--- src/rtl/tt_um_seven_segment_multidigit_pkg.sv ---
// Shared types and constants for the multi-digit BCD counter with a scanned
// seven-segment display.
package tt_um_seven_segment_multidigit_pkg;

  typedef logic [3:0] bcd_t;

  localparam bcd_t BCD_MIN = 4'd0;
  localparam bcd_t BCD_MAX = 4'd9;

  // Segment patterns, bit 0 = segment a ... bit 6 = segment g, active high.
  localparam logic [6:0] SEG_0     = 7'h3F;
  localparam logic [6:0] SEG_1     = 7'h06;
  localparam logic [6:0] SEG_2     = 7'h5B;
  localparam logic [6:0] SEG_3     = 7'h4F;
  localparam logic [6:0] SEG_4     = 7'h66;
  localparam logic [6:0] SEG_5     = 7'h6D;
  localparam logic [6:0] SEG_6     = 7'h7D;
  localparam logic [6:0] SEG_7     = 7'h07;
  localparam logic [6:0] SEG_8     = 7'h7F;
  localparam logic [6:0] SEG_9     = 7'h6F;
  localparam logic [6:0] SEG_BLANK = 7'h00;

  localparam int          MIN_DIGITS   = 1;
  localparam int          MAX_DIGITS   = 8;
  localparam logic [15:0] MIN_SCAN_DIV = 16'd1;

endpackage

--- src/rtl/tt_um_seven_segment_multidigit_seg7.sv ---
// BCD to seven-segment decoder; codes above 9 blank the digit.
module tt_um_seven_segment_multidigit_seg7
  import tt_um_seven_segment_multidigit_pkg::*;
(
  input  bcd_t       digit,
  output logic [6:0] segments
);

  always_comb begin
    unique case (digit)
      4'd0:    segments = SEG_0;
      4'd1:    segments = SEG_1;
      4'd2:    segments = SEG_2;
      4'd3:    segments = SEG_3;
      4'd4:    segments = SEG_4;
      4'd5:    segments = SEG_5;
      4'd6:    segments = SEG_6;
      4'd7:    segments = SEG_7;
      4'd8:    segments = SEG_8;
      4'd9:    segments = SEG_9;
      default: segments = SEG_BLANK;
    endcase
  end

endmodule

--- src/rtl/tt_um_seven_segment_multidigit.sv ---
// Prescaled up/down BCD counter of NUM_DIGITS digits, shown one digit at a time
// on a multiplexed seven-segment display with a heartbeat on uo_out[7].
module tt_um_seven_segment_multidigit
  import tt_um_seven_segment_multidigit_pkg::*;
#(
  parameter logic [23:0] MAX_COUNT     = 24'd10_000_000,
  parameter int          NUM_DIGITS    = 4,
  parameter logic [15:0] SCAN_DIV      = 16'd10_000,
  parameter int          COMPARE_SHIFT = 10
) (
  input  logic       clk,
  input  logic       rst_n,
  input  logic       ena,
  input  logic [7:0] ui_in,
  input  logic [7:0] uio_in,
  output logic [7:0] uo_out,
  output logic [7:0] uio_out,
  output logic [7:0] uio_oe
);

  localparam int IDX_W = (NUM_DIGITS > 1) ? $clog2(NUM_DIGITS) : 1;

  if (NUM_DIGITS < MIN_DIGITS || NUM_DIGITS > MAX_DIGITS || SCAN_DIV < MIN_SCAN_DIV) begin : g_bad_params
    $error("tt_um_seven_segment_multidigit: illegal NUM_DIGITS or SCAN_DIV");
  end

  logic        pause;
  logic        dir_down;
  logic [23:0] sel_ext;
  logic [23:0] compare;
  logic [23:0] prescaler;
  logic        tick;
  logic        heartbeat;

  assign pause    = ui_in[6];
  assign dir_down = ui_in[7];
  assign sel_ext  = {18'd0, ui_in[5:0]};
  assign compare  = (ui_in[5:0] == 6'd0) ? MAX_COUNT : (sel_ext << COMPARE_SHIFT);

  // ">=" rather than "==" so a compare lowered below the running count
  // reloads on the next cycle instead of wrapping through 2^24.
  assign tick = !pause && (prescaler >= compare);

  // NOTE: sequential state uses non-blocking assignments so every register
  // samples pre-edge values regardless of block ordering.
  always_ff @(posedge clk or negedge rst_n) begin
    if (!rst_n) begin
      prescaler <= '0;
      heartbeat <= 1'b0;
    end else if (!pause) begin
      prescaler <= tick ? 24'd0 : prescaler + 24'd1;
      if (tick) heartbeat <= ~heartbeat;
    end
  end

  bcd_t [NUM_DIGITS-1:0] digits;
  bcd_t [NUM_DIGITS-1:0] digits_next;
  logic [NUM_DIGITS-1:0] at_limit;
  logic [NUM_DIGITS-1:0] step;

  // A digit steps when the tick reaches it: every lower digit is at its
  // rollover value (9 counting up, 0 counting down).
  for (genvar i = 0; i < NUM_DIGITS; i++) begin : g_digit
    assign at_limit[i] = dir_down ? (digits[i] == BCD_MIN) : (digits[i] == BCD_MAX);

    if (i == 0) begin : g_first
      assign step[i] = tick;
    end else begin : g_chain
      assign step[i] = tick && (&at_limit[i-1:0]);
    end

    assign digits_next[i] = !step[i]    ? digits[i] :
                            at_limit[i] ? (dir_down ? BCD_MAX : BCD_MIN) :
                            dir_down    ? digits[i] - 4'd1 : digits[i] + 4'd1;
  end

  // NOTE: the digit bank is a handful of flops, not a RAM, so it is cleared by
  // the asynchronous reset along with the rest of the state.
  always_ff @(posedge clk or negedge rst_n) begin
    if (!rst_n) digits <= '0;
    else        digits <= digits_next;
  end

  logic [15:0]      scan_div;
  logic [IDX_W-1:0] scan_idx;

  always_ff @(posedge clk or negedge rst_n) begin
    if (!rst_n) begin
      scan_div <= '0;
      scan_idx <= '0;
    end else if (scan_div == SCAN_DIV - 16'd1) begin
      scan_div <= '0;
      scan_idx <= (scan_idx == IDX_W'(NUM_DIGITS - 1)) ? '0 : scan_idx + 1'b1;
    end else begin
      scan_div <= scan_div + 16'd1;
    end
  end

  bcd_t       shown_digit;
  logic [6:0] segments;

  // NOTE: combinational blocks use blocking assignments and give every output a
  // default first, so no path leaves a value held (no latch).
  always_comb begin
    shown_digit = BCD_MIN;
    for (int i = 0; i < NUM_DIGITS; i++) begin
      if (scan_idx == IDX_W'(i)) shown_digit = digits[i];
    end
  end

  tt_um_seven_segment_multidigit_seg7 u_seg7 (
    .digit    (shown_digit),
    .segments (segments)
  );

  assign uo_out  = {heartbeat, segments};
  assign uio_out = 8'd1 << scan_idx;
  assign uio_oe  = 8'hFF;

  logic unused_ok;
  assign unused_ok = &{1'b0, ena, uio_in};

endmodule

--- config.mk ---
export PLATFORM = sky130hd
export DESIGN_NAME = tt_um_seven_segment_multidigit
export DESIGN_NICKNAME = d
export VERILOG_FILES = /design/src/rtl/tt_um_seven_segment_multidigit_pkg.sv /design/src/rtl/tt_um_seven_segment_multidigit_seg7.sv /design/src/rtl/tt_um_seven_segment_multidigit.sv
export SDC_FILE = /design/constraint.sdc
export NUM_CORES = 1
export LEC_CHECK = 0
export ABC_AREA = 0
export CAP_MARGIN = 25
export CORE_AREA = 2 2 90 92
export CTS_CLUSTER_DIAMETER = 150
export CTS_CLUSTER_SIZE = 10
export DETAILED_ROUTE_END_ITERATION = 16
export DIE_AREA = 0 0 92 94
export HOLD_SLACK_MARGIN = 0.1
export PLACE_DENSITY = 0.85
export SKIP_CTS_REPAIR_TIMING = 1
export SLEW_MARGIN = 15
export SYNTH_ARGS = -nofsm -noshare
export SYNTH_HDL_FRONTEND = slang
export SYNTH_SLANG_ARGS = --single-unit
--- constraint.sdc ---
create_clock -name clk -period 3.2 [get_ports clk]
set_clock_uncertainty 0.05 [all_clocks]
set_input_delay 0.64 -clock clk [delete_from_list [all_inputs] [get_ports clk]]
set_output_delay 0.64 -clock clk [all_outputs]
set_load 0.02 [all_outputs]
# [Word level (Yosys, flattened, before mapping)]
# Memory sizes are Yosys's and may differ from the RTL's.
# Index checks and enable logic that the tools add are counted.
[classes] addsub=11 n_reduce_logical=14 shifts=1 n_mux=21 n_eq_ne=8 n_lt_le_gt_ge=1 bitwise_logic=2
[ops] op="$mux W4" n=13
[ops] op="$mux W24" n=2
[ops] op="$add A24 B1 Y24 const B" n=1
[ops] op="$ge A24 B24 Y1" n=1
[ops] op="$add A16 B1 Y16 const B" n=1
[ops] op="$add A4 B1 Y4 const B" n=4
[ops] op="$eq A16 B14 Y1 const B" n=1
[ops] op="$eq A4 B4 Y1 const B" n=4
[ops] op="$logic_not A4 Y1" n=4
[ops] op="$mux W16" n=1
[ops] op="$sub A4 B1 Y4 const B" n=4
[ops] op="$shl A1 B2 Y8 const A" n=1
[ops] op="$logic_not A6 Y1" n=1
[ops] op="$eq A2 B2 Y1 const B" n=2
[ops] op="$logic_and A1 B1 Y1" n=4
[ops] op="$mux W1" n=4
[ops] op="$reduce_and A2 Y1" n=2
[ops] op="$reduce_and A3 Y1" n=1
[ops] op="$add A2 B1 Y2 const B" n=1
[ops] op="$eq A2 B1 Y1 const B" n=1
[ops] op="$logic_not A2 Y1" n=1
[ops] op="$mux W2" n=1
[ops] op="$not A1 Y1" n=2
[ops] op="$logic_not A1 Y1" n=1
[totals] memories=1 in_bits=19 mem_bits_ro=112 regBits=59 elab_cells=67 output_inout_bits=24
[mem_list] name="(no name shown)" depth=16 word_bits=7 read_ports=1 rd_ports_with_merged_regs=0 wr=0 line="tt_um_seven_segment_multidigit_seg7.sv:10" text="unique case (digit)"

# [Logic depth before layout (Yosys ltp)]
# Gate-level depths: netlist of run 1.
# An unclocked memory read counts as a cell.
[depth] depth_word=6 mapped_depth=12 ltp_nobuf=12

# [Modules after synthesis]
# A second synthesis of run 1 with hierarchy kept.
[unflattened] cells_unflattened=474 area_unflattened_um2=4156.5
[modules_own_cells] module="tt_um_seven_segment_multidigit" cells_per_inst=446 n_inst=1 area_each_um2=3937.5 seq_area_each_um2=1476.4
[modules_own_cells] module="tt_um_seven_segment_multidigit_seg7" cells_per_inst=28 n_inst=1 area_each_um2=219.0 seq_area_each_um2=0.0

# [Worst setup path before layout of run 1]
# OpenSTA, ideal clock, no wires.
[synth_timing] kind="input -> register" start="input ui_in[4]" end="register digits[13] (netlist name)" setup_slack_ns=-0.667 stages=10 setup_time_ns=0.125 t_required_ns=3.025 path_buffers=0 arrival_time_ns=3.692 path_cell_list="or4_1 nor3_1 inv_1 ha_1 and4bb_1 nand4_1 a311o_2 a2111oi_4 nand2_2 mux2_4"
[synth_between] elab_chain_cells=5
[synth_lines] element="from (decl)" line="tt_um_seven_segment_multidigit.sv:14" text="input logic [7:0] ui_in,"
[synth_lines] element="$logic_not A6 Y1" line="tt_um_seven_segment_multidigit.sv:38" text="assign compare = (ui_in[5:0] == 6'd0) ? MAX_COUNT : (sel_ext << COMPARE_SHIFT);"
[synth_lines] element="$mux W24 *" line="tt_um_seven_segment_multidigit.sv:38"
[synth_lines] element="$ge A24 B24 Y1 *" line="tt_um_seven_segment_multidigit.sv:42" text="assign tick = !pause && (prescaler >= compare);"
[synth_lines] element="$logic_and A1 B1 Y1 *" line="tt_um_seven_segment_multidigit.sv:42"
[synth_lines] element="$logic_and A1 B1 Y1 *" line="tt_um_seven_segment_multidigit.sv:69" text="assign step[i] = tick && (&at_limit[i-1:0]);"
[synth_lines] element="to (signal assigned)" line="tt_um_seven_segment_multidigit.sv:81" text="else digits <= digits_next;"
[synth_lines] element="to (decl)" line="tt_um_seven_segment_multidigit.sv:56" text="bcd_t [NUM_DIGITS-1:0] digits;"
# Mark *: on every way between the ends. The rest lies on a longest branch, timed or not.
# A chain may end at the register's enable or synchronous reset.

# [Worst setup path after layout of run 1]
[layout_timing] start="input ui_in[2]" end="register digits[13] (netlist name)"
# Same word-level chain as after synthesis.

==> results of run 1 <==
-- kinds of logic after synthesis --
kind of cell | after synthesis
xor gates and xnor gates | 43
other | 2
buffers and inverters | 51
adders and majority gates | 36
DFF | 59
AOI/OAI and AO/OA | 70
muxes | 10
and+or+nand+nor | 174
-- path summary, 6_finish.rpt --
check / startpoint / end / slack [ns]
worst max-delay path: ui_in[2] / digits[13] / -0.23
worst min-delay path: rst_n / prescaler[7] / 0.17
worst max register to register: prescaler[13] / digits[13] / 0.55
worst min register to register: scan_div[0] / scan_div[0] / 0.40
max in group asynchronous: rst_n / scan_idx[0] / 2.28
min in group clk: scan_div[0] / scan_div[0] / 0.40
-- cells in the mapped netlist, types with 2 or more instances --
| master | n |
|---|---|
| nor2b_1 | 4 |
| a21o_1 | 10 |
| o21a_1 | 2 |
| a31o_2 | 4 |
| nand2_1 | 32 |
| a221o_1 | 2 |
| or3_1 | 3 |
| fa_1 | 4 |
| a31oi_1 | 3 |
| ha_1 | 32 |
| conb_1 | 2 |
| and4_1 | 3 |
| nand3b_1 | 2 |
| xnor2_1 | 19 |
| and2_1 | 4 |
| nand3_1 | 18 |
| o21ai_0 | 14 |
| or2_2 | 3 |
| nand4_1 | 9 |
| nand2b_1 | 3 |
| buf_4 | 13 |
| inv_1 | 24 |
| o211ai_1 | 2 |
| mux2_2 | 8 |
| a21oi_1 | 16 |
| a221oi_1 | 4 |
| nor2_1 | 58 |
| nor3_1 | 15 |
| mux2_4 | 2 |
| nor4_1 | 3 |
| a211oi_1 | 2 |
| clkbuf_1 | 12 |
| xor2_1 | 24 |
| and3_1 | 7 |
| dfrtp_1 | 59 |
-- state kept, by name, summed over array words and instances (netlist names) --
name       count
scan_div      16
prescaler     24
scan_idx       2
digits        16
heartbeat      1
-- power groups by stage --
stage / clock network [W] / logic (W) / registers (W)
2_1_floorplan: 0 / 0.000377 / 0.000864
3_3_place_gp: 0 / 0.000555 / 0.000877
3_5_place_dp: 0 / 0.000572 / 0.000880
4_1_cts: 0.000662 / 0.000581 / 0.000866
5_1_grt: 0.000698 / 0.000753 / 0.000879
6_report: 0.000649 / 0.000693 / 0.000872
-- area by class of cell --
type / count / area (sq um)
Tap cell: 102 / 128
Clock inverter: 5 / 37.5
Multi-Input combinational cell: 345 / 2610
Fill cell: 586 / 2410
Timing Repair Buffer: 79 / 703
Clock buffer: 11 / 151
Sequential cell: 59 / 1480
Inverter: 24 / 95.1
-- worst max-delay path, stage by stage --
cell and delay [ns]:
buf_6 0.09, or4_4 0.54, nor3_4 0.20, inv_2 0.14
ha_4 0.29, and4bb_1 0.23, nand4_1 0.11, a311o_2 0.43
a2111oi_4 0.36, buf_6 0.18, nand2_4 0.07, mux2_4 0.32
-- routing by layer --
layer	vias to the layer above	global-route usage, %	share of wire [%]
met4	0	6.59	2.5
met1	1745	24.4	41
met2	84	36.0	52
li1	1671	-	-
met5	-	0	0
met3	21	5.94	4.0
-- through the flow --
stage / util, % / TNS (ns) / instance area [sq um]
2_1_floorplan: - / -5.33 / 4130
3_3_place_gp: 60.5 / -23.75 / 4600
3_5_place_dp: 60.5 / -28.57 / 4600
4_1_cts: 63.0 / -16.08 / 4790
5_1_grt: 68.3 / -5.59 / 5200
6_report: 68.3 / -2.80 / 5200
==> metrics.cfg, run 1 <==
[run_status]
status = finished with violations
violations = setup timing

[logic_synthesis]
ys_seq_area_share_pct = 36.4
yosysUniqueCellTypes = 58
ys_top_cells_by_area = dfrtp_1 36%, ha_1 9.9%, nor2_1 5.4%
ys_ff_latch = 59
yosys_warnings = 0
syn_avg_cell_area_sq_um = 9.12
syn_inst = 445
synth_top_cell_by_area = dfrtp_1
synthArstFlopShare_pct = 100
muxShareOfSynthArea_pct = 2.96
ys.flop_type = dfrtp_1
synth_top_area_share_pct = 36.4
synth_xor_area_share_pct = 9.28
synth-compound-area-share_pct = 12.2
synth_top_family_by_area = simple AND/OR/NAND/NOR gates
synth_adder_area_share_pct = 11.8
synth_edf_count = 0
synthSimpleGateAreaFrac_pct = 21.2
synth.cell_area_sq_um = 4060

[routing]
drcViolationCount = 0
wl_um = 9700
drt_pre_antenna_iters = 4
ant_nets = 0
wl_per_cell_um = 15.5
vias = 3521
routed_via_density = 5.63
drt_iter0_drc = 167

[die]
floorplan.initialDensity_pct = 53.3
die_x_um = 92
num_rows = 32
die_area_sq_um = 8650
core_region_area_sq_um = 7610
num_io_pins = 43
dieHeight_um = 94

[timing]
relSlewSlack_pct = 51.9
fin_crit_sh_pct = 107
worst_slew_pin_slew_ns = 0.716
holdWs_ns = 0.167
final.setup.worst_slack_ns = -0.228
drv_slew = 0
final.min_clock_period_ns = 3.43
setup_viol = 27
hold_viol = 0
fmax_mhz = 292
rsz0062_at_grt = true

[power_and_ir_drop]
ir_drop_mv = 0.277
seq_power_share_pct = 39.4
p_int_w = 0.00145
switching_share_pct = 34.3
finalPower_w = 0.00221
p_sw_w = 0.000759
clkPwrFrac_pct = 29.3
power.leakage_nw = 2.47
combPwrFrac_pct = 31.3
power_density_nw_per_um2 = 426

[cells_and_area]
drive_above_1_share_pct = 27.2
diodes = 0
nets = 573
final_common_cell = dfrtp_1
final_cell_mix = 58 x dfrtp_1, 56 x nor2_1, 50 x buf_4
syn2layout_area_growth_pct = 28.1
stdcell_count = 625

[global_route]
antenna_found_initial = 0
grt_first_pass_wirelength_um = 14200
grt_max_degree = 26
grt-ovfl-total = 0
grt.total_usage_pct = 20.6
first_global_vias = 3233

[critical_path]
crit_path_end_kind = flip-flop
cp.required_ns = 3.38
worstSetupStartpointType = input pin
arrival_ns = 3.61
path_class = input pin to flip-flop
critPathMaxFanout = 6
r2r_cells = 8

[clocking]
ctsRootBufferMaster = clkbuf_8
numCtsBuffers = 9
insertion_delay_ns = 0.35
h-tree-depth = 3
clk_pin_slew_ns = 0.07
cts_tree = yes
cts_max_path_buffers = 2
numClockSinks = 59

[place]
dp_hpwl_um = 6080
io_buffers = 21
dpl_worst_slack_ns = -0.906
gp_congestion = 0.886
dp_cells = 589

[worst_hold_path]
hp-class = input pin to asynchronous set/reset pin

[job]
cap_violations = 0

Power figures use the tool's default switching activity.
==> run 2: changes to the inputs <==
- ABC_CLOCK_PERIOD_IN_PS: unset -> 3200
==> results of run 2 <==
No change in the layout: final DEF, timing and power equal those of run 1.
